## src/rtl/pc_sequencer.sv

```systemverilog
// pc_sequencer: fetch PC/NPC sequencer with delay slot, stalled-branch capture and nullify
module pc_sequencer (
    input  logic        clk,
    input  logic        reset,
    input  logic        LE,
    input  logic        J,
    input  logic        NULL_N,
    input  logic [31:0] TA,
    output logic [31:0] PC,
    output logic [31:0] NPC,
    output logic        FLUSH,
    output logic        REDIRECT,
    output logic [1:0]  STATE
);
    typedef enum logic [1:0] {S_RUN = 2'b00, S_PEND = 2'b01, S_NULL = 2'b10} state_t;
    state_t      state_q, state_d;
    logic [31:0] pc_q, pc_d, npc_q, npc_d, ta_q, ta_d, br_ta;
    logic        nn_q, nn_d, br_nn, flush_q, flush_d, redirect_q, redirect_d;
    // next-state: a pending capture takes its latched target, otherwise the live branch inputs
    always_comb begin
        pc_d       = pc_q;
        npc_d      = npc_q;
        state_d    = state_q;
        ta_d       = ta_q;
        nn_d       = nn_q;
        redirect_d = 1'b0;
        br_ta      = (state_q == S_PEND) ? ta_q : TA;
        br_nn      = (state_q == S_PEND) ? nn_q : NULL_N;
        if (state_q == S_NULL) begin
            if (LE) begin
                pc_d    = npc_q;
                npc_d   = npc_q + 32'd4;
                state_d = S_RUN;
            end
        end else if (state_q == S_PEND || J) begin
            if (LE) begin
                pc_d       = npc_q;
                npc_d      = br_ta & ~32'h3;
                redirect_d = 1'b1;
                state_d    = br_nn ? S_NULL : S_RUN;
            end else if (state_q != S_PEND) begin
                ta_d    = TA;
                nn_d    = NULL_N;
                state_d = S_PEND;
            end
        end else if (LE) begin
            pc_d  = npc_q;
            npc_d = npc_q + 32'd4;
        end
        flush_d = (state_d == S_NULL);
    end
    // state registers; reset overrides everything, including PEND and NULL
    always_ff @(posedge clk) begin
        if (reset) begin
            pc_q       <= 32'h0;
            npc_q      <= 32'h4;
            state_q    <= S_RUN;
            ta_q       <= 32'h0;
            nn_q       <= 1'b0;
            flush_q    <= 1'b0;
            redirect_q <= 1'b0;
        end else begin
            pc_q       <= pc_d;
            npc_q      <= npc_d;
            state_q    <= state_d;
            ta_q       <= ta_d;
            nn_q       <= nn_d;
            flush_q    <= flush_d;
            redirect_q <= redirect_d;
        end
    end
    assign PC       = pc_q;
    assign NPC      = npc_q;
    assign FLUSH    = flush_q;
    assign REDIRECT = redirect_q;
    assign STATE    = state_q;
endmodule

```

## config.mk

```make
export PLATFORM = sky130hd
export DESIGN_NAME = pc_sequencer
export DESIGN_NICKNAME = d
export VERILOG_FILES = /design/src/rtl/pc_sequencer.sv
export SDC_FILE = /design/constraint.sdc
export NUM_CORES = 1
export LEC_CHECK = 0
export CAP_MARGIN = 10
export CORE_MARGIN = 3
export CORE_UTILIZATION = 40
export DETAILED_ROUTE_END_ITERATION = 10
export PLACE_DENSITY_LB_ADDON = 0.3
export SLEW_MARGIN = 20
export SYNTH_ARGS = -nofsm -noshare
export SYNTH_HDL_FRONTEND = slang
export SYNTH_SLANG_ARGS = --single-unit
```

## constraint.sdc

```tcl
create_clock -name clk -period 2.8 [get_ports clk]
set_clock_uncertainty 0.05 [all_clocks]
set_input_delay 0.56 -clock clk [delete_from_list [all_inputs] [get_ports clk]]
set_output_delay 0.56 -clock clk [all_outputs]
set_load 0.05 [all_outputs]
```

* Word-level counts from Yosys, hierarchy flattened
Index checks and enable logic that the tools add are counted.
Storage, ports and cells: bits in registers 101, output and inout port bits 68
Cells by class: $add $sub $neg 1, eq/ne operators 5, mux-type cells 13, bitwise logic cells 3, reduce and logical (&&, ||, !) cells 3
Operator list (number):
- $mux W32 | 5
- $add A32 B3 Y32 const B | 1
- $mux W2 | 6
- $eq A2 B2 Y1 const B | 2
- $reduce_and A4 Y1 | 1
- $ne A3 B3 Y1 const B | 1
- $not A1 Y1 | 3
- $reduce_or A3 Y1 | 1
- $eq A2 B1 Y1 const B | 1
- $mux W1 | 2
- $ne A2 B1 Y1 const B | 1
- $logic_or A1 B1 Y1 | 1

* Depth between registers and ports, before layout
depth in word-level cells 7, gate-level depth with buffers 8, mapped depth without buffers 6

* Worst setup path after synthesis
OpenSTA, ideal clock, no wires.
path kind register to register, start point register npc_q[2], in the netlist NPC[2], end point register npc_q[22], in the netlist NPC[22], setup time 75 ps, data arrival time 2568 ps, required time 2675 ps, slack 107 ps, stages on the path, launching flop included 7, period minus slack after synthesis 2693 ps, cell sequence dfxtp_1 -> ha_1 -> nand4_1 -> or4_4 -> or4_1 -> mux2_1 -> o22ai_1
On the way: cells in the longest elaborated chain, start to end 4
Ends and longest elaborated chain:
- start, declared | RTL line 17 | logic [31:0] pc_q, pc_d, npc_q, npc_d, ta_q, ta_d, br_ta;
- start signal, assigned | RTL line 64 | npc_q <= npc_d;
- $add A32 B3 Y32 (*) | RTL line 32, 48
- $mux W32 (*) | RTL line 30, 46
- $mux W32 | RTL line 35 | end else if (state_q == S_PEND || J) begin
- $mux W32 (*) | RTL line 29 | if (state_q == S_NULL) begin
Every way passes the cells marked *; elsewhere a longest branch is shown, timed or not. A chain may end at the register's enable or synchronous reset.

* Worst setup path in the final report
Ends and elaborated chain as after synthesis.

==> reports/summary.md <==
In this run, synthesis inferred 0 flip-flops with an integrated enable. The synthesized-area fraction occupied by xor and xnor cells was 0.0156; the final period utilization was 0.895. Summing all placed instances gives a cell area of 0.00566 mm².

Sorting the synthesized cells by area gives the leading types as sky130_fd_sc_hd__dfxtp_1 (42%), sky130_fd_sc_hd__nand2_1 (9.2%), sky130_fd_sc_hd__mux2i_1 (6.9%). Clock-pin slew of the registers on the worst-case setup and hold paths: 0.09 ns. The net switching share of the total power is 0.310, and the total global-route track usage is 0.209. The total overflow left after global routing is 0. The number of endpoints failing setup at the final stage is 0, and the area fraction in compound gates after synthesis is 0.181. Leaving out fill and tap cells, the most frequent cells in the layout are sky130_fd_sc_hd__nand2_1 (110), sky130_fd_sc_hd__clkdlybuf4s50_1 (96), sky130_fd_sc_hd__dfxtp_1 (95), sky130_fd_sc_hd__nor2_1 (50), sky130_fd_sc_hd__a21oi_1 (50).

The TritonCTS sink count is 95. Slack of the critical path: 0.294 ns. Max-cap violations in this run came to 0. The tools report the required time at the worst-slack endpoint as 3.04 ns. The post-synthesis share of cell area spent on full adders, half adders and majority gates was 0.00279; the number of slew-limit violations in the final report was 0.

In this run the count of I/O pins placed on the die edge is 105. In this design, the stage delay of the slowest critical-path cell is 0.52 ns. The logs give 0.612 for the max-slew headroom at the worst pin and 0.409 ns for the final worst hold slack.

The critical setup path kind is reg2reg. The synthesized design contains 95 register bits. The netlist uses 56 different library cells. In the final timing run, aggregate negative setup slack is 0 ns.

STA classifies the critical path startpoint as a flop. The proportion of power drawn by flip-flops and latches was 0.458. The area growth from synthesis to layout was 31.4%; the via-per-instance ratio was 5.59. The floorplan step set the die width to 112 µm. Largest family of logic cells by synthesized area: simple AND/OR/NAND/NOR gates. Summed over all nets, the half-perimeter wirelength after detailed placement is 9310 µm. Die outline area: 0.0125 mm².

Power spread over the standard cell area amounts to 559 mW/mm². Setup repair after global routing left no endpoint under its margin. After clock tree synthesis, the flow added hold-fix buffers numbering 0.

The dominant synthesized flop cell is sky130_fd_sc_hd__dfxtp_1. The net load switching power was 1.02 mW. After detailed routing, the average wire length per cell comes to 16.4 µm. The run gives 2.22 nW as the static leakage.

The cell internal power dissipation is 2.27 mW. Wires add up to 13100 µm. After synthesis the cells add up to 0.00448 mm². The share of synthesized area occupied by flip-flops and latches was 0.424. The count of buffers added on input and output ports is 98.

The initial antenna violation count came out at 0. For the number of warnings printed during yosys synthesis, the log shows 0. After the first detailed-routing iteration, the DRC count stood at 415. The clock insertion delay at the later pin of the skew report came out at 0.37 ns. After floorplanning, the core was sized to cover 0.0109 mm².

The worst hold path belongs to the class reg2reg. The combinational share of power is 0.225, and the synthesized instance count is 558. In the routed design, unresolved DRC markers number 0.

Number of standard-cell rows in the floorplan: 38. Effective utilization at floorplan: 0.412. The total count of hold-check failures in the final report is 0.

The detail route stage leaves a number of antenna-violating nets equal to 0. Number of global-route vias before repair: 4095. The pre-antenna-repair detailed-routing pass consisted of 5 iterations. The cell sitting at the root of the clock tree is a sky130_fd_sc_hd__clkbuf_8. Entering global routing, the biggest net connects 97 pins. TritonCTS built the clock tree. For the peak clock frequency supported by timing, the log shows 399 MHz.

In this run the deepest clock path goes through 2 buffers. The run gives 21500 µm as the wire length of the first global-routing pass. The share of flip-flops with an asynchronous set or reset after synthesis was 0; the peak supply drop was 270 µV.

Leaving out fill and tap cells, the most frequent cell in the layout is sky130_fd_sc_hd__nand2_1. The number of setup buffers added after CTS is 0. The post-place setup slack is 0.0320 ns, and the number of antenna repair diodes is 0.

The share of the synthesized area in the top cell type is 0.424. Detailed routing inserted a total of 4460 vias. The number of CTS-inserted buffers was 9. The tools report the element type at the critical path end as a flop. The simple logic cell fraction of the synthesized area was 0.247; the number of gates resized after cts was 0. The signal on the critical path passes through ha_1 -> nand4_1 -> or4_4 -> or4_1 -> mux2_1 -> o22ai_1. The shortest clock period the worst path allows after layout came out at 2.51 ns.

The cell with the largest stage delay on the worst path is sky130_fd_sc_hd__or4_1. At the pin with the least slew margin, the transition time is 0.576 ns. In this run the worst path has a maximum fanout of 6. After synthesis, the mean cell area works out to 8.04 µm². The chip height is 112 µm, and the weighted congestion reported at the end of routability-driven placement is 0.887.

Library cell with the largest summed area after synthesis: sky130_fd_sc_hd__dfxtp_1. The run finished with clean final reports. For the H-tree depth, the log shows 3. Arrival time at the worst endpoint: 2.74 ns. The final net count is 692, and the multiplexer share of the synthesized area is 0.0742. The clock share of power is 0.317, and the ratio of cells with drive above 1 in the final layout is 0.0821. The area of all placed cells without fillers was 0.00589 mm².
-- cell usage after synthesis (all sizes together), types with 6 or more instances --
| cell | number |
|---|---|
| nand4 | 10 |
| a31oi | 9 |
| dfxtp | 95 |
| a22oi | 8 |
| o21ai | 20 |
| clkbuf | 33 |
| nor4 | 6 |
| xor2 | 7 |
| and3 | 10 |
| a22o | 7 |
| nand2 | 110 |
| buf | 14 |
| mux2i | 31 |
| nor2 | 50 |
| or3 | 6 |
| nand3 | 18 |
| a21oi | 50 |
-- worst paths after layout --
path / start / endpoint / slack (ns) / depth (start not counted)
setup / recovery: NPC[2] / NPC[22] / 0.29 / 6
hold reg to reg: ta_q[26] / ta_q[26] / 0.41 / 2
hold / removal: ta_q[26] / ta_q[26] / 0.41 / 2
setup reg to reg: NPC[2] / NPC[22] / 0.29 / 6
-- critical path: cells and delay by family (launching register included) --
family | cells | cell delay, ns
and+or+nand+nor | 3 | 1.14
adders and majority gates | 1 | 0.26
muxes | 1 | 0.33
DFF | 1 | 0.47
AOI/OAI and AO/OA | 1 | 0.17
-- per-stage QoR --
stage,std cells,total power [mW],util
after floorplan,561,2.00,-
after global placement,783,2.26,0.520
after detailed placement,783,2.28,0.520
after CTS,798,3.31,0.541
after global routing,798,3.43,0.541
final,798,3.29,0.541
-- power groups by stage --
stage / Combinational, mW / Sequential [mW] / Clock, mW
global route: 0.791 / 1.52 / 1.11
floorplan: 0.282 / 1.71 / 0
global placement: 0.725 / 1.53 / 0
finish: 0.740 / 1.51 / 1.05
detailed placement: 0.737 / 1.54 / 0
CTS: 0.739 / 1.51 / 1.07
-- per-layer routing --
layer  share of wire  vias to the layer above  GRT usage
li1                -                     2161          -
met1            0.46                     2110      0.304
met2            0.46                      174      0.321
met3           0.069                       15     0.0364
met4           0.013                        0     0.0576
met5               0                        -          0
-- flip-flops by register name, summed over array words and instances, names as in the netlist --
| register | cells |
|---|---|
| ta_q | 30 |
| NPC | 30 |
| PC | 30 |
| STATE | 2 |
| nn_q | 1 |
| FLUSH | 1 |
| REDIRECT | 1 |
-- area by class of cell --
cell class              count  area, µm²
clock buffers              12        165
fillers                  1056       5000
inverters                   5       18.8
flip-flops and latches     95       1900
well taps                 140        175
multi-input cells         414       2350
clock inverters             3       65.1
repair buffers            129       1220
-- kinds of logic (layout without fill, tap and decap cells) --
| logic type | after synthesis | after routing |
|---|---|---|
| AO/OA/AOI/OAI | 129 | 129 |
| XOR/XNOR | 8 | 8 |
| adder cells (fa/ha/maj) | 1 | 1 |
| buffers and inverters | 52 | 149 |
| flip-flops | 95 | 95 |
| multiplexers | 33 | 33 |
| other | 1 | 4 |
| AND/OR/NAND/NOR | 239 | 239 |
No activity file was read; power rests on OpenSTA's default activity.
